[src/rtl/sort_array_loader_if.sv]
// Input stream bundle for sort_array_loader: valid/ready beats carrying one word,
// with a last flag on the final beat of each frame.
interface sort_array_loader_if #(
    parameter int WORD_SIZE = 16
);
    logic                 valid;
    logic [WORD_SIZE-1:0] data;
    logic                 last;
    logic                 ready;

    modport master (output valid, data, last, input ready);
    modport slave  (input valid, data, last, output ready);
endinterface

[src/rtl/sort_array_loader.sv]
// Stream-to-array front end for quick_sort: loads a frame into REG[0..N-1], pulses start
// with lo=0/hi=N-1 and blocks input until sort_done. Optional SORT_LOADER_CHECKSUM_EN adds o_checksum.
//
// state   | meaning
// S_IDLE  | ready for first beat of a frame
// S_LOAD  | writing beats at consecutive addresses
// S_DRAIN | array full, discarding beats until last
// S_START | frame complete, start pulse issued next cycle
// S_WAIT  | sorter running, input held off until sort_done
module sort_array_loader #(
    parameter int WORD_SIZE = 16,
    parameter int DEPTH     = 10,
    parameter int ADDR_W    = 4
) (
    input  logic                 i_clk,
    input  logic                 i_rst,
    sort_array_loader_if.slave   s_in,
    output logic                 o_wr_en,
    output logic [ADDR_W-1:0]    o_wr_addr,
    output logic [WORD_SIZE-1:0] o_wr_data,
    output logic                 o_start,
    output logic [WORD_SIZE-1:0] o_lo,
    output logic [WORD_SIZE-1:0] o_hi,
    input  logic                 i_sort_done,
    output logic                 o_busy,
    output logic                 o_overflow
`ifdef SORT_LOADER_CHECKSUM_EN
    ,
    output logic [WORD_SIZE-1:0] o_checksum
`endif
);

    localparam int CNT_W = ADDR_W + 1;
    localparam logic [CNT_W-1:0] LAST_IDX = CNT_W'(DEPTH - 1);

    typedef enum logic [2:0] {
        S_IDLE,
        S_LOAD,
        S_DRAIN,
        S_START,
        S_WAIT
    } state_t;

    state_t               r_state;
    state_t               w_next_state;
    logic [CNT_W-1:0]     r_count;
    logic                 r_in_ready;
    logic                 r_wr_en;
    logic [ADDR_W-1:0]    r_wr_addr;
    logic [WORD_SIZE-1:0] r_wr_data;
    logic                 r_start;
    logic [WORD_SIZE-1:0] r_hi;
    logic                 r_busy;
    logic                 r_overflow;
    logic                 w_accept;
    logic                 w_write;
    logic                 w_first;
    logic                 w_set_ovf;

    assign w_accept = s_in.valid && r_in_ready;

    always_ff @(posedge i_clk) begin
        if (i_rst) begin
            r_state <= S_IDLE;
        end else begin
            r_state <= w_next_state;
        end
    end

    always_comb begin
        w_next_state = r_state;
        w_write      = 1'b0;
        w_first      = 1'b0;
        w_set_ovf    = 1'b0;
        case (r_state)
            S_IDLE: begin
                if (w_accept) begin
                    w_write = 1'b1;
                    w_first = 1'b1;
                    if (s_in.last) begin
                        w_next_state = S_START;
                    end else if (DEPTH == 1) begin
                        w_next_state = S_DRAIN;
                        w_set_ovf    = 1'b1;
                    end else begin
                        w_next_state = S_LOAD;
                    end
                end
            end
            S_LOAD: begin
                if (w_accept) begin
                    w_write = 1'b1;
                    if (s_in.last) begin
                        w_next_state = S_START;
                    end else if (r_count == LAST_IDX) begin
                        w_next_state = S_DRAIN;
                        w_set_ovf    = 1'b1;
                    end
                end
            end
            S_DRAIN: begin
                if (w_accept && s_in.last) begin
                    w_next_state = S_START;
                end
            end
            S_START: begin
                w_next_state = S_WAIT;
            end
            S_WAIT: begin
                if (i_sort_done) begin
                    w_next_state = S_IDLE;
                end
            end
            default: begin
                w_next_state = S_IDLE;
            end
        endcase
    end

    // Handshake/status flops look at the next state so they line up with r_state.
    always_ff @(posedge i_clk) begin
        if (i_rst) begin
            r_count    <= '0;
            r_in_ready <= 1'b1;
            r_wr_en    <= 1'b0;
            r_wr_addr  <= '0;
            r_wr_data  <= '0;
            r_start    <= 1'b0;
            r_hi       <= '0;
            r_busy     <= 1'b0;
            r_overflow <= 1'b0;
        end else begin
            r_in_ready <= (w_next_state == S_IDLE) || (w_next_state == S_LOAD) ||
                          (w_next_state == S_DRAIN);
            r_busy     <= (w_next_state != S_IDLE);
            r_wr_en    <= w_write;
            if (w_write) begin
                r_wr_addr <= w_first ? '0 : r_count[ADDR_W-1:0];
                r_wr_data <= s_in.data;
                r_count   <= w_first ? CNT_W'(1) : r_count + 1'b1;
            end
            if (w_first) begin
                r_overflow <= 1'b0;
            end
            if (w_set_ovf) begin
                r_overflow <= 1'b1;
            end
            // Pulse lands one cycle after the last array write.
            r_start <= (r_state == S_START);
            if (r_state == S_START) begin
                r_hi <= WORD_SIZE'(r_count - 1'b1);
            end
        end
    end

`ifdef SORT_LOADER_CHECKSUM_EN
    logic [WORD_SIZE-1:0] r_checksum;

    always_ff @(posedge i_clk) begin
        if (i_rst) begin
            r_checksum <= '0;
        end else if (w_write) begin
            r_checksum <= w_first ? s_in.data : r_checksum + s_in.data;
        end
    end

    assign o_checksum = r_checksum;
`else
    // Without the checksum option no accumulator is built.
`endif

    assign s_in.ready = r_in_ready;
    assign o_wr_en    = r_wr_en;
    assign o_wr_addr  = r_wr_addr;
    assign o_wr_data  = r_wr_data;
    assign o_start    = r_start;
    assign o_lo       = '0;
    assign o_hi       = r_hi;
    assign o_busy     = r_busy;
    assign o_overflow = r_overflow;

endmodule

[src/flat_wrapper.sv]
// flat-port wrapper written by rule: the top's interface ports become plain ports
module sort_array_loader_flat 
#(
    parameter int WORD_SIZE = 16,
    parameter int DEPTH     = 10,
    parameter int ADDR_W    = 4
)
  (i_clk, i_rst, o_wr_en, o_wr_addr, o_wr_data, o_start, o_lo, o_hi, i_sort_done, o_busy, o_overflow, s_in_valid, s_in_data, s_in_last, s_in_ready);
  sort_array_loader_if #(.WORD_SIZE(WORD_SIZE)) s_in_i ();
  input  logic i_clk;
  input  logic i_rst;
  output logic o_wr_en;
  output logic [ADDR_W-1:0] o_wr_addr;
  output logic [WORD_SIZE-1:0] o_wr_data;
  output logic o_start;
  output logic [WORD_SIZE-1:0] o_lo;
  output logic [WORD_SIZE-1:0] o_hi;
  input  logic i_sort_done;
  output logic o_busy;
  output logic o_overflow;
  input wire logic [$bits(s_in_i.valid)-1:0] s_in_valid;
  input wire logic [$bits(s_in_i.data)-1:0] s_in_data;
  input wire logic [$bits(s_in_i.last)-1:0] s_in_last;
  output wire logic [$bits(s_in_i.ready)-1:0] s_in_ready;
  assign s_in_i.valid = s_in_valid;
  assign s_in_i.data = s_in_data;
  assign s_in_i.last = s_in_last;
  assign s_in_ready = s_in_i.ready;
  sort_array_loader #(.WORD_SIZE(WORD_SIZE), .DEPTH(DEPTH), .ADDR_W(ADDR_W)) u_core (.i_clk(i_clk), .i_rst(i_rst), .s_in(s_in_i), .o_wr_en(o_wr_en), .o_wr_addr(o_wr_addr), .o_wr_data(o_wr_data), .o_start(o_start), .o_lo(o_lo), .o_hi(o_hi), .i_sort_done(i_sort_done), .o_busy(o_busy), .o_overflow(o_overflow));
endmodule
[config.mk]
export PLATFORM = sky130hd
export DESIGN_NAME = sort_array_loader_flat
export DESIGN_NICKNAME = d
export VERILOG_FILES = /design/src/rtl/sort_array_loader_if.sv /design/src/rtl/sort_array_loader.sv /design/src/flat_wrapper.sv
export SDC_FILE = /design/constraint.sdc
export NUM_CORES = 1
export LEC_CHECK = 0
export BUFFER_PORTS_ARGS = -buffer_cell sky130_fd_sc_hd__buf_2
export CORE_AREA = 5 5 68 70
export DETAILED_ROUTE_END_ITERATION = 6
export DIE_AREA = 0 0 73 75
export GPL_ROUTABILITY_DRIVEN = 0
export PLACE_DENSITY = 0.75
export SYNTH_ARGS = -nofsm -noshare
export SYNTH_HDL_FRONTEND = slang
export SYNTH_SLANG_ARGS = --single-unit
[constraint.sdc]
create_clock -name i_clk -period 3.9 [get_ports i_clk]
set_clock_uncertainty 0.15 [all_clocks]
set_input_delay 0 -clock i_clk [delete_from_list [all_inputs] [get_ports i_clk]]
set_output_delay 0 -clock i_clk [all_outputs]
set_load 0.01 [all_outputs]
==> results of run 1 <==
what timing repair did:
item | 4_1_cts | 5_1_grt
hold endpoints to repair | 24 | 0
hold buffers | 20 | 0
setup endpoints to repair | 0 | 0
path summary, 6_finish.rpt:
path                                           from                   to  cells after the start
worst min-delay path            u_core.o_wr_data[7]  u_core.o_wr_data[7]                      2
worst max register to register    u_core.r_state[1]    u_core.o_overflow                      5
worst max-delay path              u_core.r_state[1]    u_core.o_overflow                      5
worst min register to register  u_core.o_wr_data[7]  u_core.o_wr_data[7]                      2
kinds of logic (layout without fill, tap and decap cells):
| kind of cell | count (synthesis) | after routing | synth area share |
|---|---|---|---|
| flip-flops | 39 | 39 | 0.461 |
| AO/OA/AOI/OAI | 36 | 36 | 0.124 |
| adder cells (fa/ha/maj) | 3 | 3 | 0.0222 |
| buffers and inverters | 43 | 94 | 0.159 |
| multiplexers | 1 | 1 | 0.00665 |
| AND/OR/NAND/NOR | 78 | 78 | 0.194 |
| other | 1 | 16 | 0.00222 |
| XOR/XNOR | 6 | 6 | 0.0310 |
metal layers:
layer	global-route usage	vias to the layer above	share of wire	wire length, µm
li1	-	759	-	-
met2	0.238	55	0.47	1800
met5	0	-	0	0
met3	0.0414	6	0.094	357
met1	0.152	654	0.41	1570
met4	0.0676	0	0.019	74
power by group through the flow:
| stage | clock network, W | registers, W | logic (W) |
|---|---|---|---|
| after floorplan | 0 | 0.000448 | 0.0000858 |
| after global placement | 0 | 0.000441 | 0.000115 |
| after detailed placement | 0 | 0.000442 | 0.000117 |
| after CTS | 0.000303 | 0.000433 | 0.000133 |
| after global routing | 0.000319 | 0.000436 | 0.000148 |
| final | 0.000294 | 0.000433 | 0.000132 |
registers in the layout (all words and copies together) (netlist names), 3 cells and up:
signal / cells
u_core.o_hi: 6
u_core.o_wr_addr: 4
u_core.o_wr_data: 16
u_core.r_count: 5
u_core.r_state: 3
layout make-up:
type                    count  area (µm²)
flip-flops and latches     39         781
well taps                  50        62.6
inverters                   4        15.0
repair buffers             82         513
fillers                   385        1740
clock buffers               8         100
multi-input cells         140         699
synth_stat cells, types with 4 or more instances:
cell      number
a211oi_1       6
a21oi_1       24
buf_2          5
buf_4         27
clkbuf_1       7
dfxtp_1       39
nand2_1       47
nor2_1        17
xor2_1         4
metrics by stage:
stage / util / instances / area (µm²) / power [W]
floorplan: - / 222 / 1750 / 0.000534
global placement: 0.478 / 295 / 1870 / 0.000556
detailed placement: 0.478 / 295 / 1870 / 0.000559
CTS: 0.555 / 323 / 2170 / 0.000870
global route: 0.555 / 323 / 2170 / 0.000903
finish: 0.555 / 323 / 2170 / 0.000860
tightest hold or removal path: cells and delay by family (launching register included):
kind,cells,cell delay (ns)
AO/OA/AOI/OAI,1,0.05
flip-flops,1,0.31
AND/OR/NAND/NOR,1,0.05
==> flow_summary.yaml, run 1 <==
critical_path:
  crit_path_max_fanout: 27
  rrSetupSlack_ns: 2.14
  crit_buf_inv: 2
  worstSetupPathType: "flip-flop to flip-flop"
  required_ns: 3.94
  slowest_delay_ns: 0.37
  worstPathCellList: "and4bb_1, buf_4, a21o_1, inv_2, a22o_1"
  cp_top_family: "compound AO/OA/AOI/OAI gates"
  worstPathArrival_ns: 1.80
  cp-end-kind: "flip-flop"
  worstSetupStartpointType: "flip-flop"
  cpMaxStageDelayCell: "dfxtp_1"
pwr:
  internal-power_w: 0.000638
  clkPwrFrac: 0.342
  pwr-share-seq: 0.504
  switchingPower_w: 0.000222
  power.density_nw_per_um2: 396
  pwr-share-comb: 0.154
  power.leakage_nw: 1.02
  peakVddDrop_mv: 0.176
  switching_share: 0.258
sta:
  final_max_slew_viol_count: 0
  slew_headroom: 0.522
  fin_crit_ns: 1.76
  rsz0062_at_grt: "false"
  fmax_ghz: 0.568
  setup_ws_ns: 2.14
  finalHoldViolCount: 0
  hold_slack_ns: 0.302
  fin_crit_sh: 0.452
  tns_ns: 0
  worstMarginPinSlew_ns: 0.718
  setup_viol: 0
placement:
  pre_cts_ws_ns: 2.16
  io_buffers: 61
  dp_hpwl_um: 2590
synth:
  synth_edf_count: 0
  syn-cell-area_um2: 1690
  synth_warnings: 0
  ys_types: 28
  yosysTopAreaCell: "dfxtp_1"
  async_flop_share: 0
  seq_area_frac_synth: 0.461
  synthTopCellsByArea: "dfxtp_1 46%, buf_4 12%, nand2_1 10%"
  avgSynthCellArea_um2: 8.18
  synth_seq_cells: 39
  synth_flop_cell: "dfxtp_1"
  netlist.area_leader.share: 0.461
  synth_cells: 207
grt:
  grt_max_degree: 28
  antenna_found_initial: 0
  grt_overflow_total: 0
  grt_pass1_vias: 1305
  grt_pass1_wl_um: 5810
  grtUsageTotal: 0.137
floorplan:
  die_h_um: 75
  dieArea_um2: 5480
  die_w_um: 73
  core_um2: 3910
  initial_core_util: 0.433
  io_pins: 78
  placementRows: 23
cells_and_area:
  mostFrequentLayoutCell: "buf_2"
  fin_nets: 296
  layout-drive-gt1-share: 0.267
  layout_common_cells: "61 x buf_2, 47 x nand2_1, 39 x dfxtp_1, 24 x a21oi_1, 20 x dlygate4sd3_1"
  diodes: 0
  area_growth_pct: 28.2
drt:
  drt_iter0_markers: 83
  post-route-drc-count: 0
  avgRoutedWirePerCell_um: 11.8
  vias: 1474
  viasPerCell: 4.56
  totalWireLength_um: 3800
  ant_nets: 0
  drt-pass1-iter-count: 4
clocking:
  cts_sinks: 39
  numCtsBuffers: 5
  post_cts_buffers: 0
  clock_path_buffers: 2
  clkTransAtPathRegs_ns: 0.07
  clockRootBuffer: "clkbuf_8"
  cts_resized: 0
  htreeDepth: 2
  cts_tree: "built"
  clk_latency_ns: 0.29
outcome:
  status: "completed"
flow_run:
  cap_violations: 0
hold_path:
  hold_path_class: "flip-flop to flip-flop"
No activity file was read; power rests on OpenSTA's default activity.
==> inputs of run 2 (changes only) <==
- clock period: 3.9 -> 1.79 ns (I/O delays scaled with it)
==> flow_summary.yaml, run 2 (synthesis results as in run 1) <==
grt:
  grt_pass1_wl_um: 5980
  antenna_found_initial: 0
  grt_overflow_total: 0
  grt_pass1_vias: 1341
  grt_max_degree: 27
  grtUsageTotal: 0.142
drt:
  drt_iter0_markers: 43
  vias: 1501
  post-route-drc-count: 0
  drt-pass1-iter-count: 4
  avgRoutedWirePerCell_um: 11.5
  viasPerCell: 4.56
  ant_nets: 0
  totalWireLength_um: 3800
hold_path:
  hold_path_class: "flip-flop to flip-flop"
  min_path_cells: 2
sta:
  hold_slack_ns: 0.302
  tns_ns: 0
  final_max_slew_viol_count: 0
  fin_crit_ns: 1.57
  fmax_ghz: 0.637
  fin_crit_sh: 0.877
  rsz0062_at_grt: "false"
  setup_viol: 0
  finalHoldViolCount: 0
cells_and_area:
  fin_nets: 302
  mostFrequentLayoutCell: "buf_2"
  diodes: 0
  area_growth_pct: 32.8
  layout_common_cells: "61 x buf_2, 47 x nand2_1, 39 x dfxtp_1, 24 x a21oi_1, 20 x dlygate4sd3_1"
  largest_reg_flops: 16
  layout-drive-gt1-share: 0.283
critical_path:
  rr_worst_depth: 5
  required_ns: 1.81
  slowest_delay_ns: 0.35
  worstSetupStartpointType: "flip-flop"
  worstSetupPathType: "flip-flop to flip-flop"
  worstPathArrival_ns: 1.59
  cpMaxStageDelayCell: "dfxtp_1"
  worstPathCellList: "inv_1, ha_1, nand4_1, o31a_1, or3_1"
  crit_path_max_fanout: 6
  cp-end-kind: "flip-flop"
floorplan:
  die_h_um: 75
  die_w_um: 73
  io_pins: 78
  initial_core_util: 0.433
  dieArea_um2: 5480
  core_um2: 3910
  placementRows: 23
clocking:
  clk_latency_ns: 0.29
  numCtsBuffers: 5
  post_cts_buffers: 0
  clkTransAtPathRegs_ns: 0.07
  cts_resized: 0
  clockRootBuffer: "clkbuf_8"
  cts_tree: "built"
  ctsHoldBuffers: 20
  htreeDepth: 2
  clock_path_buffers: 2
  cts_sinks: 39
outcome:
  status: "completed"
placement:
  dp_hpwl_um: 2580
  io_buffers: 61
pwr:
  power.leakage_nw: 1.07
  power.density_nw_per_um2: 934
  peakVddDrop_mv: 0.531
flow_run:
  cap_violations: 0
run 2: cell types whose count changed in the layout (fill, tap and decap cells not counted):
cell,previous run,this run
buf_4,1,7
bufinv_16,0,2
clkbuf_8,7,5
run 2: path summary, 6_finish.rpt:
path                            start             endpoint  slack, ns
setup reg to reg    u_core.r_count[1]        u_core.o_busy       0.22
hold / removal    u_core.o_wr_data[9]  u_core.o_wr_data[9]       0.30
hold reg to reg   u_core.o_wr_data[9]  u_core.o_wr_data[9]       0.30
setup / recovery    u_core.r_count[1]        u_core.o_busy       0.22
run 2: layout make-up:
class | instances | area (µm²)
clock buffers | 6 | 72.6
clock inverters | 2 | 60.1
fillers | 376 | 1670
inverters | 4 | 15.0
multi-input cells | 140 | 699
flip-flops and latches | 39 | 781
well taps | 50 | 62.6
repair buffers | 88 | 558
run 2: critical path, delay by kind of cell, from the launching register on:
kind / cells / cell delay (ns)
compound gates: 1 / 0.28
simple gates: 2 / 0.44
fa+ha+maj: 1 / 0.14
buf+inv: 1 / 0.09
flops: 1 / 0.35
run 2: where the power goes:
part	total, W	switching (W)	internal, W	leakage, nW
registers	0.000940	0.0000267	0.000913	0.319
clock network	0.000850	0.000293	0.000557	0.0654
logic	0.000310	0.000171	0.000139	0.682
total	0.00210	0.000490	0.00161	1.07
run 2: per-stage QoR:
stage,instance area [µm²],power (W),worst slack [ns],util,std cells
floorplan,1750,0.00116,0.244,-,222
global placement,1920,0.00123,0.258,0.489,301
detailed placement,1920,0.00124,0.212,0.489,301
CTS,2250,0.00212,0.209,0.574,329
global route,2250,0.00221,0.110,0.574,329
finish,2250,0.00210,0.220,0.574,329
run 2: layer usage:
layer,global-route usage,wire (µm)
met4,0.0717,87
met2,0.242,1760
met1,0.164,1610
met5,0,0
met3,0.0387,336
